`config.mk`:
```
export PLATFORM = sky130hd
export DESIGN_NAME = ahb_lite_master
export DESIGN_NICKNAME = d
export VERILOG_FILES = /design/src/rtl/ahb_lite_master.sv
export SDC_FILE = /design/constraint.sdc
export NUM_CORES = 1
export LEC_CHECK = 0
export BUFFER_PORTS_ARGS = -buffer_cell sky130_fd_sc_hd__buf_2
export CAP_MARGIN = 0
export CELL_PAD_IN_SITES_DETAIL_PLACEMENT = 1
export CELL_PAD_IN_SITES_GLOBAL_PLACEMENT = 1
export CORE_MARGIN = 2
export CORE_UTILIZATION = 37
export DETAILED_ROUTE_END_ITERATION = 6
export HOLD_SLACK_MARGIN = 0.12
export PLACE_DENSITY_LB_ADDON = 0.1
export SETUP_SLACK_MARGIN = 0.4
export SKIP_CTS_REPAIR_TIMING = 1
export SYNTH_ARGS = -nofsm -noshare
export SYNTH_HDL_FRONTEND = slang
export SYNTH_SLANG_ARGS = --single-unit
```
`constraint.sdc`:
```
create_clock -name HCLK -period 2.2 [get_ports HCLK]
set_input_delay 0.44 -clock HCLK [delete_from_list [all_inputs] [get_ports HCLK]]
set_output_delay 0.44 -clock HCLK [all_outputs]
set_load 0.005 [all_outputs]
```
`src/rtl/ahb_lite_master.sv`:
```
// AHB-Lite bus master: turns single/INCR word commands into pipelined address and data
// phases, returning read data and completion/error status on a response port.
module ahb_lite_master #(
    parameter int AddrBusWidth = 32,
    parameter int DataBusWidth = 32,
    parameter int MaxBurstLen  = 16,
    localparam int LW          = $clog2(MaxBurstLen) + 1
) (
    input  logic                    HCLK,
    input  logic                    HRESETn,
    input  logic                    cmd_valid,
    output logic                    cmd_ready,
    input  logic                    cmd_write,
    input  logic [AddrBusWidth-1:0] cmd_addr,
    input  logic [LW-1:0]           cmd_len,
    input  logic [DataBusWidth-1:0] wr_data,
    output logic                    wr_pop,
    output logic                    rsp_valid,
    output logic [DataBusWidth-1:0] rsp_rdata,
    output logic                    rsp_last,
    output logic                    rsp_error,
    output logic [AddrBusWidth-1:0] HADDR,
    output logic [1:0]              HTRANS,
    output logic                    HWRITE,
    output logic [DataBusWidth-1:0] HWDATA,
    input  logic [DataBusWidth-1:0] HRDATA,
    input  logic                    HREADY,
    input  logic                    HRESP
);

    localparam logic [2:0] S_IDLE  = 3'd0;
    localparam logic [2:0] S_ADDR  = 3'd1;
    localparam logic [2:0] S_BURST = 3'd2;
    localparam logic [2:0] S_LAST  = 3'd3;
    localparam logic [2:0] S_ERR   = 3'd4;

    localparam logic [1:0] TR_IDLE   = 2'b00;
    localparam logic [1:0] TR_NONSEQ = 2'b10;
    localparam logic [1:0] TR_SEQ    = 2'b11;

    logic [2:0]              r_state;
    logic                    r_started;
    logic [AddrBusWidth-1:0] r_haddr;
    logic [1:0]              r_htrans;
    logic                    r_hwrite;
    logic [DataBusWidth-1:0] r_hwdata;
    logic [LW-1:0]           r_left;
    logic                    r_dph_vld;
    logic                    r_dph_wr;
    logic                    r_rsp_valid;
    logic [DataBusWidth-1:0] r_rsp_rdata;
    logic                    r_rsp_last;
    logic                    r_rsp_error;

    logic                    w_addr_ph;
    logic                    w_err;
    logic                    w_dph_ok;
    logic                    w_accept;
    logic [AddrBusWidth-1:0] w_next_addr;
    logic [LW-1:0]           w_len_m1;

    // r_left counts address phases still to issue after the one on the bus
    assign w_addr_ph   = (r_state == S_ADDR) || (r_state == S_BURST);
    assign w_err       = r_dph_vld && HRESP;
    assign w_dph_ok    = r_dph_vld && HREADY && !HRESP;
    assign w_accept    = w_addr_ph && HREADY && !w_err;
    assign w_next_addr = r_haddr + AddrBusWidth'(4);
    assign w_len_m1    = (cmd_len == '0) ? '0 : cmd_len - LW'(1);

    assign cmd_ready = r_started && (r_state == S_IDLE);
    // wr_data is loaded into HWDATA on the same edge a write address phase is accepted
    assign wr_pop    = w_accept && r_hwrite;
    assign HADDR     = r_haddr;
    assign HTRANS    = r_htrans;
    assign HWRITE    = r_hwrite;
    assign HWDATA    = r_hwdata;
    assign rsp_valid = r_rsp_valid;
    assign rsp_rdata = r_rsp_rdata;
    assign rsp_last  = r_rsp_last;
    assign rsp_error = r_rsp_error;

    always_ff @(posedge HCLK or negedge HRESETn) begin
        if (!HRESETn) begin
            r_state     <= S_IDLE;
            r_started   <= 1'b0;
            r_haddr     <= '0;
            r_htrans    <= TR_IDLE;
            r_hwrite    <= 1'b0;
            r_hwdata    <= '0;
            r_left      <= '0;
            r_dph_vld   <= 1'b0;
            r_dph_wr    <= 1'b0;
            r_rsp_valid <= 1'b0;
            r_rsp_rdata <= '0;
            r_rsp_last  <= 1'b0;
            r_rsp_error <= 1'b0;
        end else begin
            r_started   <= 1'b1;
            r_rsp_valid <= 1'b0;
            r_rsp_last  <= 1'b0;
            r_rsp_error <= 1'b0;

            if (w_dph_ok && !r_dph_wr) begin
                r_rsp_valid <= 1'b1;
                r_rsp_rdata <= HRDATA;
                r_rsp_last  <= (r_state == S_LAST);
            end

            case (r_state)
                S_IDLE: begin
                    if (cmd_valid && cmd_ready) begin
                        r_state  <= S_ADDR;
                        r_haddr  <= cmd_addr;
                        r_hwrite <= cmd_write;
                        r_htrans <= TR_NONSEQ;
                        r_left   <= w_len_m1;
                    end
                end
                S_ADDR, S_BURST: begin
                    if (w_err) begin
                        r_state   <= S_ERR;
                        r_htrans  <= TR_IDLE;
                        r_dph_vld <= 1'b0;
                    end else if (HREADY) begin
                        r_dph_vld <= 1'b1;
                        r_dph_wr  <= r_hwrite;
                        if (r_hwrite) begin
                            r_hwdata <= wr_data;
                        end
                        if (r_left == '0) begin
                            r_state  <= S_LAST;
                            r_htrans <= TR_IDLE;
                        end else begin
                            // a 1KB boundary restarts the burst with NONSEQ
                            r_state  <= S_BURST;
                            r_haddr  <= w_next_addr;
                            r_htrans <= (w_next_addr[9:0] == 10'd0) ? TR_NONSEQ : TR_SEQ;
                            r_left   <= r_left - LW'(1);
                        end
                    end
                end
                S_LAST: begin
                    if (w_err) begin
                        r_state   <= S_ERR;
                        r_htrans  <= TR_IDLE;
                        r_dph_vld <= 1'b0;
                    end else if (HREADY) begin
                        r_state   <= S_IDLE;
                        r_dph_vld <= 1'b0;
                        if (r_dph_wr) begin
                            r_rsp_valid <= 1'b1;
                            r_rsp_last  <= 1'b1;
                        end
                    end
                end
                S_ERR: begin
                    if (HREADY) begin
                        r_state     <= S_IDLE;
                        r_rsp_valid <= 1'b1;
                        r_rsp_last  <= 1'b1;
                        r_rsp_error <= 1'b1;
                    end
                end
                default: begin
                    r_state  <= S_IDLE;
                    r_htrans <= TR_IDLE;
                end
            endcase
        end
    end

endmodule

```
# After elaboration in Yosys (flattened, before gate mapping)
# Cells that the tools add are included.
# op_classes
n_addsub	3
n_eq_ne	11
n_mux	44
bitwise	2
n_reduce_logical	27
# ops
op	n
$mux W32	4
$pmux W32 S2	1
$add A32 B3 Y32 const B	1
$mux W5	5
$mux W1	18
$mux W3	5
$pmux W3 S4	1
$logic_not A10 Y1	1
$logic_not A5 Y1	2
$mux W2	5
$pmux W5 S2	1
$sub A5 B1 Y5 const B	2
$logic_and A1 B1 Y1	9
$ne A2 B2 Y1 const B	4
$pmux W2 S4	1
$reduce_and A4 Y1	2
$eq A3 B2 Y1 const B	2
$ne A3 B3 Y1 const B	2
$pmux W1 S2	3
$reduce_and A3 Y1	2
$reduce_and A5 Y1	1
$reduce_and A2 Y1	2
$reduce_bool A2 Y1	2
$eq A3 B1 Y1 const B	1
7 further kinds	10
# word_totals
reg_bits	113
input_bits	107
out_inout_bits	104
word_cells	100

# Depth between registers and ports, before layout
# logic_depth
word_depth	8
ltp_mapped	10
ltp_nobuf	7

# Worst setup path after synthesis
# OpenSTA, ideal clock, no wires.
# synth_timing
path_type	register -> register
startpoint	register r_state[1]
endpoint	register r_haddr[27] (netlist: HADDR[27])
setup_ns	0.121
arrival_time_ns	1.867
required_ns	2.079
setup_slack_ns	0.212
stages_incl_launch_ff	10
n_path_buf	5
path_cell_list	dfrtp_1 > buf_6 > or2_1 > buf_6 > or3_1 > buf_6 > o31a_1 > buf_6 > buf_6 > o22a_1
# synth_via
elab_chain_cells	5
elab_cells_between_ends	13
classes_between	eq/ne: 6; mux: 1; reduce/logical: 6
# synth_lines
item	line	source
from (decl)	41	logic [2:0] r_state;
from (signal assigned)	84	r_state <= S_IDLE;
from (signal assigned)	112	r_state <= S_ADDR;
from (signal assigned)	121	r_state <= S_ERR;
$logic_not A3 Y1	70, 109	
$logic_and A1 B1 Y1	70	assign cmd_ready = r_started && (r_state == S_IDLE);
$logic_and A1 B1 Y1	111	if (cmd_valid && cmd_ready) begin
$ne A2 B1 Y1 (no source line)	-	
$reduce_and A5 Y1 (no source line)	-	
to (signal assigned)	113	r_haddr <= cmd_addr;
to (signal assigned)	136	r_haddr <= w_next_addr;
to (decl)	43	logic [AddrBusWidth-1:0] r_haddr;
# Parallel ways exist; a longest one is shown, timed or not.
# A chain may end at the register's enable or synchronous reset.

# Final worst setup path
# layout_timing
startpoint	register r_state[1]
endpoint	output port wr_pop
# layout_via
elab_chain_cells	5
elab_cells_between_ends	6
classes_between	eq/ne: 2; reduce/logical: 4
# layout_lines
item	line	source
$eq A3 B1 Y1 or $eq A3 B2 Y1 (tied branches)	63	assign w_addr_ph = (r_state == S_ADDR) || (r_state == S_BURST);
$logic_or A1 B1 Y1 *	63	
$logic_and A1 B1 Y1 * (2 in a row)	66	assign w_accept = w_addr_ph && HREADY && !w_err;
$logic_and A1 B1 Y1 *	72	assign wr_pop = w_accept && r_hwrite;
to (decl)	17	output logic wr_pop,
# Every way passes the cells marked *; elsewhere a longest branch is shown, timed or not.

==> summary.txt <==
CTS buffer count -> 17
Synth top area share -> 52.3%
GRT Total Usage -> 22.1%
Synth Flop Type -> dfrtp_1
Leak -> 3.81 nW
Post-Syn Nets -> 600
DP HPWL -> 12.0 mm
CP Launch Type -> flop
Post-synth EDFFs -> 0
Fmax -> 0.455 GHz
Final worst clock skew -> 8.22 ps
Setup slack, reg-to-reg -> 20 ps
Hold endpoint -> HWDATA[3]
Slew margin rel. -> 57.5%
Layout cells sized above 1 -> 56.4%
Fin crit period -> 2200 ps
Final Setup Violations -> 0
# nets final -> 869
Seq/Total Area, Yosys -> 52.3%
DIE AREA -> 0.0156 mm^2
Grt ovf -> 0
Clk_lat worst skew -> 420 ps
Rows -> 44
Asr flop ratio synth -> 100%
Root Buffer -> clkbuf_16
R2R cell count -> 9
Routed wire length -> 19.1 mm
First-pass GRT wire length -> 27.6 mm
Final count of hold timing violations -> 0
Outcome -> complete, no violations
Die height -> 125 um
Worst hold stages -> 2
Sw frac -> 38.6%
Cells after synthesis -> 488
Ant diodes -> 0
P_int -> 8.46 mW
Clock buffer depth -> 2
Design area -> 0.00818 mm^2
H-tree level count -> 4
Total power -> 13.8 mW
DR vias/cell -> 5.35
Cell variety after synth -> 61
Area added between synthesis and finish -> 51.4%
TritonCTS clock tree -> done
Area after DPL -> 0.00687 mm^2
Worst min path class -> in2reg
Remaining DRCs -> 0
Tcrit/Tclk final -> 99.9%
Clock Sinks -> 113
Hold Slack -> 251 ps
Switching pwr -> 5.32 mW
1st-iter DRT viols -> 192
DIE WIDTH -> 125 um
Max-cap viol count -> 0
Worst flop-to-flop path startpoint -> r_state[0]
Routability cong. -> 0.838
# port buffers -> 210
Initial antenna violation count -> 1
Number of I/O pins -> 211
Total number of vias -> 5103
Cell Pwr Density -> 1680 mW/mm^2
CP arrival -> 1760 ps
Synth warn -> 0
Vias in the first global route -> 5278
Combinational share of power -> 51.8%
Core ar. -> 0.0144 mm^2
Setup TNS -> 0 ps
Flop pwr share -> 28.5%
WL/cell -> 20.0 um
VDD IR-drop max -> 0.000933 V
Worst-Margin Slew -> 631 ps
Largest net degree at the start of global routing -> 56
Syn Std Cell Area -> 0.00540 mm^2
Initial core utilization -> 37.5%
Cell taking the most area after synthesis -> dfrtp_1
Seq cells post-synth -> 113
ANT nets after route -> 0
Mapped Avg Cell Area -> 11.1 um^2
Ranking of synthesized cells by area -> dfrtp_1, mux2_2, a21oi_1
First-pass DRT Iterations -> 4
WS Path Type -> reg2out
RSZ-0062 raised after global routing -> true
Final Util -> 56.7%
Clk slew on worst S/H paths -> 60 ps
Worst r2r dst -> HADDR[12]
Fin. max-slew vios -> 0
CP required -> 1760 ps
Clock share of power -> 19.7%
Crit. End Element -> output port
Crit-path max FO -> 5
Min-delay src -> wr_data[3]
-- cell families after synthesis --
kind of cell	share of synthesized area (%)
buffers and inverters	4.38
AOI/OAI and AO/OA	16.1
and+or+nand+nor	10.8
adders and majority gates	1.34
other	0.0694
DFF	52.3
xor gates and xnor gates	0.648
muxes	14.3
-- synth_stat cells, types with 3 or more instances --
cell type	count
buf_4	3
buf_6	7
o22ai_1	22
a21oi_1	43
nand4_1	9
nor2_1	24
and3_1	4
mux2_2	67
dfrtp_1	113
nand2_1	35
inv_1	13
a2bb2oi_1	3
a22o_1	4
o2bb2a_1	3
buf_2	6
a311oi_1	3
nand3_1	19
o21ai_0	23
xnor2_1	4
clkbuf_1	15
nor3_1	9
ha_1	5
and4_1	4
-- cell usage in the layout (no fill, tap or decap), drive strengths merged, types with 3 or more instances in the layout --
master / n
nand4: 9
clkbuf: 24
nand2: 35
or2: 3
o21ai: 24
a22o: 4
clkinvlp: 5
a2bb2oi: 3
ha: 5
xnor2: 4
o2bb2a: 3
dfrtp: 113
o31ai: 3
a21oi: 43
inv: 14
nand3: 19
nor2: 24
a211oi: 3
and3: 4
buf: 274
a311oi: 3
mux2: 67
o22ai: 22
and4: 4
clkinv: 6
nor3: 9
-- sequential cells by signal, summed over array words and instances, names as in the netlist --
register	flops
HADDR	32
HWDATA	32
rsp_rdata	32
r_left	5
r_state	3
HTRANS	2
HWRITE	1
r_dph_vld	1
r_dph_wr	1
r_started	1
rsp_error	1
rsp_last	1
rsp_valid	1
-- power groups by stage --
| stage | clock network [mW] | logic [mW] | registers, mW |
|---|---|---|---|
| 6_report | 2.72 | 7.13 | 3.93 |
| 5_1_grt | 2.86 | 7.67 | 4.09 |
| 4_1_cts | 2.75 | 5.49 | 3.89 |
| 3_5_place_dp | 0 | 5.46 | 3.89 |
| 3_3_place_gp | 0 | 5.28 | 3.84 |
| 2_1_floorplan | 0 | 3.30 | 3.86 |
-- critical path, cell delays in order (launching register included) --
cell,delay (ps)
dfrtp_1,430
xnor2_2,160
or2_4,270
buf_6,130
nor2_4,120
nand2_4,80
inv_2,60
buf_6,80
-- per-stage QoR --
step	worst slack, ps	std cells
2_1_floorplan	260	488
3_3_place_gp	1.60	879
3_5_place_dp	-75.8	879
4_1_cts	-155	911
5_1_grt	-73.2	954
6_report	3.15	954
-- worst max-delay path by stage --
stage                from        end  slack (ps)  cells after the start
4_1_cts         r_left[1]  HADDR[20]        -150                      7
3_3_place_gp    r_left[0]  HADDR[20]           2                      7
6_report       r_state[1]     wr_pop           3                      7
2_1_floorplan  r_state[0]  HADDR[27]         260                      9
3_5_place_dp    r_left[1]  HADDR[20]         -80                      7
5_1_grt        r_state[1]     wr_pop         -70                      7
-- per-layer routing --
metal  track usage, %  wire length, um  vias up
li1                 -                -     2342
met1             27.3             7670     2557
met2             36.5             9600      175
met3             7.22             1380       29
met4             7.65              441        0
met5                0                0        -
-- layout make-up --
cell class / instances / area (um^2)
Clock inverter: 14 / 140
Multi-Input combinational cell: 331 / 2630
Tap cell: 184 / 230
Inverter: 13 / 48.8
Timing Repair Buffer: 281 / 1860
Sequential cell: 113 / 2830
Clock buffer: 18 / 439
Fill cell: 1611 / 6250
(Power assumes the default switching activity.)
